**src/rtl/mult_arbiter_pkg.sv**
```systemverilog
// ============================================================================
// Module      : mult_arbiter_pkg
// Description : Shared FSM encoding and port identifiers for mult_arbiter.
// Revision    : 1.0 - initial release
// ============================================================================
`default_nettype none

package mult_arbiter_pkg;

  typedef enum logic [1:0] {
    IDLE = 2'd0,
    MUL  = 2'd1,
    DONE = 2'd2
  } state_e;

  localparam logic P0 = 1'b0;
  localparam logic P1 = 1'b1;

endpackage

`default_nettype wire

```
**src/rtl/array_mult_core.sv**
```systemverilog
// ============================================================================
// Module      : array_mult_core
// Description : Combinational unsigned N x M array multiplier (shifted partial
//               products accumulated along a summation chain).
// Revision    : 1.0 - initial release
// ============================================================================
`default_nettype none

module array_mult_core #(
  parameter int N = 4,
  parameter int M = 4
) (
  input  logic [N-1:0]   a_i,
  input  logic [M-1:0]   b_i,
  output logic [N+M-1:0] p_o
);

  logic [N+M-1:0] w_pp  [0:M-1];
  logic [N+M-1:0] w_sum [0:M];

  assign w_sum[0] = '0;

  // Row j contributes a shifted by j when bit j of b is set.
  for (genvar j = 0; j < M; j++) begin : g_row
    assign w_pp[j]    = b_i[j] ? ((N+M)'(a_i) << j) : '0;
    assign w_sum[j+1] = w_sum[j] + w_pp[j];
  end

  assign p_o = w_sum[M];

endmodule

`default_nettype wire

```
**src/rtl/mult_arbiter.sv**
```systemverilog
// ============================================================================
// Module      : mult_arbiter
// Description : Round-robin arbiter sharing one array multiplier between two
//               req/done requesters; registers operands and product.
// Revision    : 1.0 - initial release
// ============================================================================
`default_nettype none

module mult_arbiter #(
  parameter int N = 4,
  parameter int M = 4
) (
  input  logic           clk,
  input  logic           rst_n,
  input  logic           req0,
  input  logic [N-1:0]   a0,
  input  logic [M-1:0]   b0,
  input  logic           req1,
  input  logic [N-1:0]   a1,
  input  logic [M-1:0]   b1,
  output logic           done0,
  output logic           done1,
  output logic [N+M-1:0] y,
  output logic           busy
);

  import mult_arbiter_pkg::*;

  state_e         state_q, state_d;
  logic           owner_q, owner_d;
  logic           ptr_q,   ptr_d;
  logic [N-1:0]   a_q,     a_d;
  logic [M-1:0]   b_q,     b_d;
  logic [N+M-1:0] y_q,     y_d;
  logic           done0_q, done0_d;
  logic           done1_q, done1_d;

  logic           w_winner;
  logic           w_owner_req;
  logic [N+M-1:0] w_prod;

  array_mult_core #(.N(N), .M(M)) u_core (
    .a_i (a_q),
    .b_i (b_q),
    .p_o (w_prod)
  );

  assign w_owner_req = (owner_q == P1) ? req1 : req0;

  always_comb begin
    state_d  = state_q;
    owner_d  = owner_q;
    ptr_d    = ptr_q;
    a_d      = a_q;
    b_d      = b_q;
    y_d      = y_q;
    done0_d  = done0_q;
    done1_d  = done1_q;
    w_winner = P0;
    case (state_q)
      IDLE: begin
        if (req0 || req1) begin
          // Pointer only breaks ties; a lone requester always wins.
          if (req0 && req1) w_winner = ptr_q;
          else if (req1)    w_winner = P1;
          else              w_winner = P0;
          owner_d = w_winner;
          a_d     = (w_winner == P1) ? a1 : a0;
          b_d     = (w_winner == P1) ? b1 : b0;
          state_d = MUL;
        end
      end
      MUL: begin
        y_d = w_prod;
        if (owner_q == P1) done1_d = 1'b1;
        else               done0_d = 1'b1;
        ptr_d   = ~owner_q;
        state_d = DONE;
      end
      DONE: begin
        if (!w_owner_req) begin
          done0_d = 1'b0;
          done1_d = 1'b0;
          state_d = IDLE;
        end
      end
      default: state_d = IDLE;
    endcase
  end

  always_ff @(posedge clk) begin
    if (!rst_n) begin
      state_q <= IDLE;
      owner_q <= P0;
      ptr_q   <= P0;
      a_q     <= '0;
      b_q     <= '0;
      y_q     <= '0;
      done0_q <= 1'b0;
      done1_q <= 1'b0;
    end else begin
      state_q <= state_d;
      owner_q <= owner_d;
      ptr_q   <= ptr_d;
      a_q     <= a_d;
      b_q     <= b_d;
      y_q     <= y_d;
      done0_q <= done0_d;
      done1_q <= done1_d;
    end
  end

  assign done0 = done0_q;
  assign done1 = done1_q;
  assign y     = y_q;
  assign busy  = (state_q != IDLE);

endmodule

`default_nettype wire

```
**config.mk**
```make
export PLATFORM = sky130hd
export DESIGN_NAME = mult_arbiter
export DESIGN_NICKNAME = d
export VERILOG_FILES = /design/src/rtl/mult_arbiter_pkg.sv /design/src/rtl/array_mult_core.sv /design/src/rtl/mult_arbiter.sv
export SDC_FILE = /design/constraint.sdc
export NUM_CORES = 1
export LEC_CHECK = 0
export CAP_MARGIN = 20
export CORE_MARGIN = 3
export CORE_UTILIZATION = 53
export DETAILED_ROUTE_END_ITERATION = 12
export GPL_TIMING_DRIVEN = 0
export PLACE_DENSITY = 0.84
export SETUP_SLACK_MARGIN = 0.5
export SLEW_MARGIN = 10
export SYNTH_ARGS = -nofsm -noshare
export SYNTH_HDL_FRONTEND = slang
export SYNTH_SLANG_ARGS = --single-unit
```
**constraint.sdc**
```tcl
create_clock -name clk -period 4.6 [get_ports clk]
set_input_delay 0.69 -clock clk [delete_from_list [all_inputs] [get_ports clk]]
set_output_delay 0.69 -clock clk [all_outputs]
set_load 0.1 [all_outputs]
```
Word level (Yosys, flattened, before mapping)

Cells that the tools add are included.

Output and inout bits: 11
Logic and storage cells: 46
Input bits: 20
Register bits after elaboration: 22

Eq/ne operators: 6
Bitwise logic cells: 1
$add $sub $neg: 3
Multiplexer cells: 19
Reductions and logical operators: 9

Operators by type and width:

| kind                                                 | count |
|---|---|
| two-way mux 4 bit                                    | 3 |
| adder 8 x 6 -> 8 bit                                 | 1 |
| adder 8 x 7 -> 8 bit                                 | 1 |
| adder 8 bit                                          | 1 |
| two-way mux 1 bit                                    | 8 |
| != test 2 bit (second input constant)                | 4 |
| two-way mux 7 bit                                    | 1 |
| two-way mux 6 bit                                    | 1 |
| one-hot mux 2 bit (3 select lines)                   | 1 |
| AND reduction 3 bit                                  | 2 |
| two-way mux 5 bit                                    | 1 |
| two-way mux 2 bit                                    | 2 |
| one-hot mux 1 bit (2 select lines)                   | 2 |
| AND reduction 2 bit                                  | 2 |
| nonzero test 2 bit                                   | 2 |
| equality test 2 x 1 -> 1 bit (second input constant) | 1 |
| equality test 2 bit (second input constant)          | 1 |
| logical NOT 2 bit                                    | 1 |
| logical AND 1 bit                                    | 1 |
| logical OR 1 bit                                     | 1 |
| inverter 1 bit                                       | 1 |

Longest topological paths before layout

Depth in word-level cells: 5
Gate-level depth with buffers: 9
Gate-level depth less buffers: 9

Modules after synthesis

From an unflattened synthesis, not the netlist that was laid out.

Cells, all modules: 167
Area total of the unflattened synthesis: 1415.1 µm²

By module, submodules not included:

| module          | area an instance (µm²) | times used | seq. area each (µm²) | cells an instance |
|---|---|---|---|---|
| mult_arbiter    | 993.5                  | 1          | 440.4                | 113 |
| array_mult_core | 421.7                  | 1          | 0.0                  | 54 |

Least setup slack after synthesis

Ideal clock, no wire load.

Kind: reg2reg
Start point: register a_q[0]
End point: register y_q[7] (netlist: y[7])
Data arrival time: 2.489 ns
Clock period less this slack: 2.584 ns
Data required time: 4.505 ns
Setup slack: 2.016 ns
Path buffers: 0
Library setup time: 0.095 ns
Cell stages (with the launch flop): 10
Cells stage by stage: dfxtp_1 -> nand2_1 -> fa_1 -> fa_1 -> inv_1 -> ha_1 -> fa_1 -> nand3_1 -> nand2_1 -> o311ai_1

Cells in the longest elaborated chain, start to end: 4
Elaborated cells between the ends (all ways): 7
Those cells by class: add/sub (3); mux (4)

RTL lines:

| what                                                   | RTL line              | RTL |
|---|---|---|
| start: declaration                                     | mult_arbiter.sv:32    | `logic [N-1:0] a_q, a_d;` |
| start signal: assignment                               | mult_arbiter.sv:96    | `a_q <= '0;` |
| start signal: assignment                               | mult_arbiter.sv:105   | `a_q <= a_d;` |
| two-way mux 4 bit or two-way mux 5 bit (tied branches) | array_mult_core.sv:25 | `assign w_pp[j] = b_i[j] ? ((N+M)'(a_i) << j) : '0;` |
| adder 8 bit                                            | array_mult_core.sv:26 | `assign w_sum[j+1] = w_sum[j] + w_pp[j];` |
| adder 8 x 6 -> 8 bit                                   | array_mult_core.sv:26 |  |
| adder 8 x 7 -> 8 bit *                                 | array_mult_core.sv:26 |  |
| end signal: assignment                                 | mult_arbiter.sv:107   | `y_q <= y_d;` |
| end: declaration                                       | mult_arbiter.sv:34    | `logic [N+M-1:0] y_q, y_d;` |

Every way passes the cells marked *; elsewhere a longest branch is shown, timed or not.
A chain may end at the register's enable or synchronous reset.

Final worst setup path

Start point: register state_q[0]
End point: output port busy

Cells in the longest elaborated chain, start to end: 1

RTL lines:

| what                     | RTL line            | RTL |
|---|---|---|
| start: declaration       | mult_arbiter.sv:29  | `state_e state_q, state_d;` |
| start signal: assignment | mult_arbiter.sv:102 | `state_q <= state_d;` |
| nonzero test 2 bit       | mult_arbiter.sv:116 | `assign busy = (state_q != IDLE);` |
| end: declaration         | mult_arbiter.sv:24  | `output logic busy` |

Every way passes these cells.

==> metrics.yaml <==
status: "completed"
die_x_um: 56.07
multi_input_area_um2: 823.3
area.growth.synth_to_final_pct: 29.19
io_buffers: 30
finalSetupTns_ns: 0
fin_nets: 226
maxCapViolCount: 0
startpoint_type: "register"
finalWeightedCongestion: 0.8528
hold_buffers: 0
pin_count: 31
overflow: 0
syn_nets: 191
final_core_util: 0.7473
final_cells: 218
wl_mm: 3.128
intPower_uw: 357.0
fin_skew_ns: 0.001147
routed_via_density: 5.697
grt_max_degree: 14
ys_seq_area_frac: 0.3315
setup.worst_path.class: "reg2out"
synth_flop_cell: "dfxtp_1"
syn_inst: 156
rows: 17
clk_path_buf_depth: 2
critPathRequiredTime_ns: 3.91
grt_pass1_vias: 1269
switching_share: 0.3367
leakage_nw: 0.6928
startpoint: "state_q[0]"
clkTransAtPathRegs_ns: 0.12
yosys-top-cells-area: "dfxtp_1 33%, ha_1 9.4%, a21oi_1 7.5%"
diodes: 0
worst_slew_pin_slew_ns: 0.9754
reg2reg_from: "a_q[0]"
vdd.ir_drop.worst_mv: 0.2639
dp_hpwl_mm: 2.474
die-area_um2: 3144
synthDistinctLibCells: 30
switching_power_uw: 181.3
die_h_um: 56.07
layout_min_cycle_time_ns: 2.840
drive_above_1_share: 0.07368
grtUsageTotal: 0.2020
cp-end-kind: "primary output"
hold_violations: 0
cts_root_buffer: "clkbuf_4"
wire_per_inst_um: 14.35
cts_tree: "built"
synth-edff-count: 0
nFillCells: 177
reg2reg_depth: 9
r2r_slack_ns: 1.80
whs_path_depth: 2
synth_area_um2: 1329
synth_area_per_cell_um2: 8.518
coreArea_um2: 2297
antenna_found_initial: 0
cts_htree_levels: 1
min_to: "y[0]"
clk_latency_ns: 0.30
p_seq_frac: 0.422
initial_core_util: 0.5784
synthMostInstantiatedCell: "nand2_1"
synth_top_cells_by_count: "23 x nand2_1, 22 x dfxtp_1, 20 x a21oi_1, 11 x o21ai_0, 10 x ha_1"
placedInstanceArea_um2: 1664
stdcell_area_um2: 1717
setup_viol: 0
slew_viol_final: 0
p_comb_frac: 0.304
min_from: "y[0]"
netlist.top_cell.by_area: "dfxtp_1"
fmaxAchievable_ghz: 0.3521
place_inst: 214
p_per_area_nw_per_um2: 313.6
cts_resized: 0
ant_nets: 0
hold_slack_ns: 0.4612
slew_headroom: 0.3477
cp.arrival_ns: 2.15
synth-warning-count: 0
reg2reg_to: "y[7]"
dr.first_iter.drc_count: 21
crit_path_max_fanout: 9
min_path_type: "reg2reg"
num_vias: 1242
ys_seq_elements: 22
finalCritPeriodShare: 0.6175
grt_pass1_wl_mm: 5.175
clockPowerShare: 0.274
cts_sinks: 22
async_flop_share: 0
first_pass_iters: 4
cts_buffers: 3
drc: 0
rsz0062_at_grt: "false"
post_cts_buffers: 0
regArea_um2: 440.4
yosysTopAreaCellShare: 0.3315
-- critical path, stage by stage (launching register included) --
cell and delay (ns):
dfxtp_1 0.50, nor2_4 0.11, inv_2 0.09, clkdlybuf4s50_1 1.13
-- flip-flops by register name, indices dropped and copies added, names as in the netlist --
register  flops
a_q           4
b_q           4
done0         1
done1         1
owner_q       1
ptr_q         1
state_q       2
y             8
-- cell type report --
class / instances / share of cell area
Timing Repair Buffer: 30 / 0.1749
Tap cell: 28 / 0.02041
Inverter: 9 / 0.01968
Multi-Input combinational cell: 118 / 0.4796
Buffer: 7 / 0.01822
Clock buffer: 3 / 0.01312
Sequential cell: 22 / 0.2566
Clock inverter: 1 / 0.01749
-- metal layers --
| layer | global-route usage | vias to the layer above | routed length (µm) |
|---|---|---|---|
| met4 | 0.07458 | 0 | 38 |
| met5 | 0 | - | 0 |
| met2 | 0.3740 | 26 | 1671 |
| li1 | - | 625 | - |
| met1 | 0.2347 | 585 | 1296 |
| met3 | 0.02320 | 6 | 121 |
-- layout by cell type, fill, tap and decap left out, types with 8 or more instances in the layout --
master / n
clkdlybuf4s50_1: 30
nand2_1: 23
dfxtp_1: 22
a21oi_1: 20
o21ai_0: 11
ha_1: 10
nand3b_1: 9
inv_1: 8
a311oi_1: 8
-- through the flow --
step | setup slack, ns | total power [mW]
detailed placement | 1.844 | 0.3935
global placement | 1.869 | 0.3868
finish | 1.760 | 0.5383
global route | 1.659 | 0.5624
CTS | 1.749 | 0.5399
floorplan | 2.016 | 0.3419
-- kinds of logic after synthesis --
logic type / share of synthesized area
compound gates: 0.2166
simple gates: 0.2184
fa+ha+maj: 0.1695
buf+inv: 0.04896
mux: 0.008474
flops: 0.3314
xor+xnor: 0.006593
-- how the worst max path moves through the flow --
stage	cells past startpoint	to
after floorplan	9	y[7]
after global routing	3	busy
after global placement	9	y[7]
after CTS	3	busy
final	3	busy
after detailed placement	9	y[7]
-- power by group through the flow --
stage | Sequential [mW] | Combinational (mW) | Clock, mW
after detailed placement | 0.231 | 0.162 | 0
final | 0.227 | 0.164 | 0.147
after floorplan | 0.261 | 0.0807 | 0
after global routing | 0.230 | 0.177 | 0.155
after global placement | 0.230 | 0.157 | 0
after CTS | 0.227 | 0.164 | 0.149
Note: power is estimated with default switching activity, not from simulation.
